`config.mk`:
```
export PLATFORM = sky130hd
export DESIGN_NAME = fp16_accumulator
export DESIGN_NICKNAME = d
export VERILOG_FILES = /design/src/rtl/fp16_accumulator.sv
export SDC_FILE = /design/constraint.sdc
export NUM_CORES = 1
export LEC_CHECK = 0
export ABC_AREA = 1
export BUFFER_PORTS_ARGS = -buffer_cell sky130_fd_sc_hd__buf_4
export CAP_MARGIN = 20
export CORE_ASPECT_RATIO = 0.9
export CORE_MARGIN = 10
export CORE_UTILIZATION = 43
export DETAILED_ROUTE_END_ITERATION = 12
export GPL_TIMING_DRIVEN = 0
export PLACE_DENSITY = 0.68
export REMOVE_ABC_BUFFERS = 1
export SKIP_CTS_REPAIR_TIMING = 1
export SLEW_MARGIN = 20
export SYNTH_ARGS = -nofsm -noshare
export SYNTH_HDL_FRONTEND = slang
export SYNTH_HIERARCHICAL = 1
export SYNTH_SLANG_ARGS = --single-unit
```
`constraint.sdc`:
```
create_clock -name clk -period 21.9 [get_ports clk]
set_clock_uncertainty 0.2 [all_clocks]
set_input_delay 1.095 -clock clk [delete_from_list [all_inputs] [get_ports clk]]
set_output_delay 1.095 -clock clk [all_outputs]
set_load 0.02 [all_outputs]
```
`src/rtl/fp16_accumulator.sv`:
```
// Streaming FP16 reduction stage: a registered accumulator around one combinational float_adder.
// Optional build macro ACC_RELU_EN clamps negative final sums (including -0) to +0 at the output register.

module float_adder (
    input  logic [15:0] num1,
    input  logic [15:0] num2,
    output logic [15:0] result
);
    // m[13] is the hidden bit at exponent e; m[2:0] are guard/round/sticky.
    function automatic logic [15:0] round_pack(input logic sgn, input logic [5:0] e_in,
                                               input logic [13:0] m);
        logic        up;
        logic [11:0] r;
        logic [5:0]  e;
        up = m[2] && (m[1] || m[0] || m[3]);
        r  = {1'b0, m[13:3]} + {11'd0, up};
        e  = e_in;
        if (r[11]) begin
            r = r >> 1;
            e = e + 6'd1;
        end
        if (e >= 6'd31)
            return {sgn, 5'h1f, 10'h000};
        if (!r[10])
            return {sgn, 5'h00, r[9:0]};
        return {sgn, e[4:0], r[9:0]};
    endfunction

    logic [15:0] a, b;
    logic [5:0]  ea_e, eb_e, d, e;
    logic [13:0] fa, fb, fb_sh, m;
    logic [14:0] sum;

    always_comb begin
        a = num1;
        b = num2;
        if (num2[14:0] > num1[14:0]) begin
            a = num2;
            b = num1;
        end
        ea_e  = (a[14:10] == 5'd0) ? 6'd1 : {1'b0, a[14:10]};
        eb_e  = (b[14:10] == 5'd0) ? 6'd1 : {1'b0, b[14:10]};
        fa    = {a[14:10] != 5'd0, a[9:0], 3'b000};
        fb    = {b[14:10] != 5'd0, b[9:0], 3'b000};
        d     = ea_e - eb_e;
        if (d >= 6'd14) begin
            fb_sh = {13'd0, |fb};
        end else begin
            fb_sh    = fb >> d;
            fb_sh[0] = fb_sh[0] | ((fb_sh << d) != fb);
        end
        if (a[15] == b[15])
            sum = {1'b0, fa} + {1'b0, fb_sh};
        else
            sum = {1'b0, fa} - {1'b0, fb_sh};

        e = ea_e;
        if (sum[14]) begin
            m = {sum[14:2], sum[1] | sum[0]};
            e = ea_e + 6'd1;
        end else begin
            m = sum[13:0];
            // Left-normalise, stopping at the subnormal exponent.
            for (int i = 0; i < 13; i++) begin
                if (!m[13] && e > 6'd1) begin
                    m = m << 1;
                    e = e - 6'd1;
                end
            end
        end

        result = round_pack(a[15], e, m);
        if (sum == 15'd0)
            result = {a[15] & b[15], 15'd0};
        // a holds the larger magnitude, so any NaN or Inf operand lands in a.
        if (a[14:10] == 5'h1f) begin
            if (a[9:0] != 10'd0 || (b[14:10] == 5'h1f && a[15] != b[15]))
                result = 16'h7e00;
            else
                result = a;
        end
    end
endmodule

module fp16_accumulator #(
    parameter int CNT_W = 10
) (
    input  logic             clk,
    input  logic             rst_n,
    input  logic             in_valid,
    output logic             in_ready,
    input  logic [15:0]      in_data,
    input  logic             in_last,
    output logic             out_valid,
    input  logic             out_ready,
    output logic [15:0]      out_data,
    output logic [CNT_W-1:0] out_count,
    output logic             out_ovf
);
    typedef enum logic [1:0] {IDLE, ACCUM, HOLD} state_t;

    state_t           state, state_nxt;
    logic [15:0]      acc, acc_nxt, sum, out_data_nxt;
    logic [CNT_W-1:0] cnt, cnt_nxt, cnt_inc, out_count_nxt;
    logic             ovf, ovf_nxt, out_ovf_nxt, accept, wrap;

    function automatic logic [15:0] relu(input logic [15:0] v);
`ifdef ACC_RELU_EN
        return v[15] ? 16'h0000 : v;
`else
        return v;
`endif
    endfunction

    float_adder u_add (
        .num1   (acc),
        .num2   (in_data),
        .result (sum)
    );

    assign out_valid = (state == HOLD);
    assign in_ready  = !out_valid || out_ready;
    assign accept    = in_valid && in_ready;
    assign cnt_inc   = cnt + {{(CNT_W-1){1'b0}}, 1'b1};
    assign wrap      = (cnt_inc == '0);

    always_comb begin
        state_nxt     = state;
        acc_nxt       = acc;
        cnt_nxt       = cnt;
        ovf_nxt       = ovf;
        out_data_nxt  = out_data;
        out_count_nxt = out_count;
        out_ovf_nxt   = out_ovf;
        case (state)
            IDLE, HOLD: begin
                if (state == HOLD && out_ready)
                    state_nxt = IDLE;
                // A new vector's first term bypasses the adder.
                if (accept) begin
                    if (!in_last) begin
                        acc_nxt   = in_data;
                        cnt_nxt   = {{(CNT_W-1){1'b0}}, 1'b1};
                        ovf_nxt   = 1'b0;
                        state_nxt = ACCUM;
                    end else begin
                        out_data_nxt  = relu(in_data);
                        out_count_nxt = {{(CNT_W-1){1'b0}}, 1'b1};
                        out_ovf_nxt   = 1'b0;
                        state_nxt     = HOLD;
                    end
                end
            end
            ACCUM: begin
                if (accept) begin
                    if (!in_last) begin
                        acc_nxt = sum;
                        cnt_nxt = cnt_inc;
                        ovf_nxt = ovf | wrap;
                    end else begin
                        out_data_nxt  = relu(sum);
                        out_count_nxt = cnt_inc;
                        out_ovf_nxt   = ovf | wrap;
                        acc_nxt       = 16'h0000;
                        cnt_nxt       = '0;
                        ovf_nxt       = 1'b0;
                        state_nxt     = HOLD;
                    end
                end
            end
            default: state_nxt = IDLE;
        endcase
    end

    // Registered accumulator and output stage
    always_ff @(posedge clk or negedge rst_n) begin
        if (!rst_n) begin
            state     <= IDLE;
            acc       <= 16'h0000;
            cnt       <= '0;
            ovf       <= 1'b0;
            out_data  <= 16'h0000;
            out_count <= '0;
            out_ovf   <= 1'b0;
        end else begin
            state     <= state_nxt;
            acc       <= acc_nxt;
            cnt       <= cnt_nxt;
            ovf       <= ovf_nxt;
            out_data  <= out_data_nxt;
            out_count <= out_count_nxt;
            out_ovf   <= out_ovf_nxt;
        end
    end
endmodule

```
==> reports/results.ini <==
[status]
status=finished, final reports clean

[global_routing]
grt_overflow=0
grt_max_degree=57
grt_pass1_vias=12710
antenna_found_initial=0
grt_first_pass_wirelength_um=61200
grt_use_total_pct=18.20

[synthesis]
synthesis.area_um2=13220
yosys_most_used_dff=dfrtp_1
ys_ff_latch=56
synth_cells=2318
synth_area_leaders=nand2_1, nand3_1, dfrtp_1
ys_types=55
ys_seq_area_share_pct=10.60
yosys_warnings=6
synth_edf_count=0
yosysTopAreaCell=nand2_1
async_reset_ff_share_pct=100.0
synth_top_area_share_pct=20.87
syn_avg_cell_area_um2=5.703

[sta]
slew_headroom_pct=33.17
fmax_mhz=47.39
fin_crit_ns=21.10
tightestPinTransition_ns=0.9920
worst_slack_ns=0.7977
hold_viol_final=0
slew_viol_final=0
final-setup-viol-count=0
min_period_over_period_pct=96.36

[clock_tree]
cts-root-buf=clkbuf_16
cts_buffers=5
cts_tree=yes
clk_path_buf_depth=2
cts_sinks=56
path_clk_slew_ns=0.08
clkLatencyLatePin_ns=0.30
htreeDepth=2

[setup_path]
path_class=primary input to register
crit_required_ns=21.93
cp_slowest_cell=a21oi_1
cp_common_cell=nand2_4
cp-end-kind=register
cpPeakStageDelay_ns=0.34
cp.arrival_ns=21.13
path_max_fanout=14
start_kind=primary input

[floorplan]
die-width_um=204.8
rows=60
fp.dieArea_um2=38170
io-pin-count=50
start_util_pct=43.92
die_y_um=186.3
core_um2=30100

[drt]
via_per_inst=5.427
ant_nets=0
drc_errors=0
drt-total-wl_um=40340
vias=15420
drt_pass1_iterations=6
drtIter0Drc=1355
wl_per_cell_um=14.19

[final_layout]
n_fill_cell=3029
layout_commonest_cell=nand2_1
fin_nets=2534
syn2layout_area_growth_pct=18.00
n_antenna_cell=0
design_area_um2=15600
layout_common_cells=nand2_1, nand3_1, inv_1
drive_above_1_share_pct=22.88

[worst_hold_path]
holdCritPathClass=register to register

[flow_run]
drv_cap=0

[placement]
port_buffers=49
place.gp.congestion=0.9609
dpl_worst_slack_ns=-5.347
dpl-instance-area_um2=13590
place_hpwl_um=29380

## synth_stat cells (7+ instances only)
cell / instances
nor3_1: 9
a21oi_2: 9
nand2_2: 73
a31oi_1: 21
nand3_2: 13
nor2_1: 130
nand3b_1: 10
o21ai_2: 8
ha_1: 73
buf_2: 17
xor2_1: 28
and2_1: 8
a21oi_1: 47
nand4_1: 51
buf_4: 15
xnor2_1: 11
o21a_1: 19
buf_6: 16
nand2_1: 735
nor2_2: 13
o31ai_1: 7
nand2_4: 35
nand3_1: 289
inv_1: 251
or2_2: 12
o21ai_1: 21
o21ai_0: 181
dfrtp_1: 56
inv_2: 45
o22ai_1: 7
clkbuf_1: 26
nor2_4: 26
## cell families (layout without fill, tap and decap cells)
logic type,after synthesis,in the layout,share of synthesized area [%]
mux,3,3,0.2366
compound gates,339,339,14.96
flops,56,56,10.60
simple gates,1423,1437,51.61
buf+inv,381,488,12.55
xor+xnor,41,41,2.830
fa+ha+maj,75,75,7.212
## worst max-delay path: cells and delay by family
family	cells	cell delay, ns
compound gates	11	1.96
xor+xnor	3	0.55
fa+ha+maj	17	3.31
buf+inv	24	2.13
simple gates	99	11.94
## cell type report
cell class	count	area, µm²	area share, %
repair buffers	174	1330	8.526
clock inverters	3	22.52	0.1444
inverters	302	1170	7.499
repair inverters	4	20.02	0.1283
clock buffers	5	125.1	0.8021
well taps	403	504.2	3.232
flip-flops and latches	56	1401	8.983
multi-input cells	1895	11030	70.68
## state kept, by name, summed over array words and instances, names as in the netlist
register and count:
cnt 10, out_count 10, ovf 1, out_data 16, out_ovf 1, state 2
acc 16
## metrics by stage
stage | hold WS (ns) | instances | util, % | setup TNS, ns
global placement | 0.2684 | 2691 | 45.07 | -167.28
global route | 0.3180 | 2842 | 51.82 | -15.33
floorplan | 0.2929 | 2239 | - | -28.77
detailed placement | 0.2765 | 2692 | 45.14 | -154.97
CTS | 0.2981 | 2700 | 45.63 | -147.49
finish | 0.2903 | 2842 | 51.82 | 0
## path summary, 6_finish.rpt
check	endpoint	slack, ns	depth (start not counted)	startpoint
hold reg to reg	out_ovf$_DFFE_PN0P_	0.29	2	out_ovf$_DFFE_PN0P_
hold / removal	out_ovf$_DFFE_PN0P_	0.29	2	out_ovf$_DFFE_PN0P_
min in group asynchronous	cnt[8]$_DFFE_PN0P_	0.64	1	rst_n
setup / recovery	acc[1]$_DFFE_PN0P_	0.80	154	in_data[14]
max in group asynchronous	out_data[1]$_DFFE_PN0P_	20.38	1	rst_n
setup reg to reg	acc[1]$_DFFE_PN0P_	1.22	154	acc[12]$_DFFE_PN0P_
## metal layers
metal  global-route usage [%]  wire length (µm)  up-vias
li1                         -                 -     7790
met1                    26.32             18790     7110
met2                    29.45             18830      471
met3                    1.488              2209       52
met4                    1.822               505        0
met5                        0                 0        -
Power is left out: the tool's default activity adds up to more than one toggle a clock period on the data nets, which glitch-free logic cannot reach.
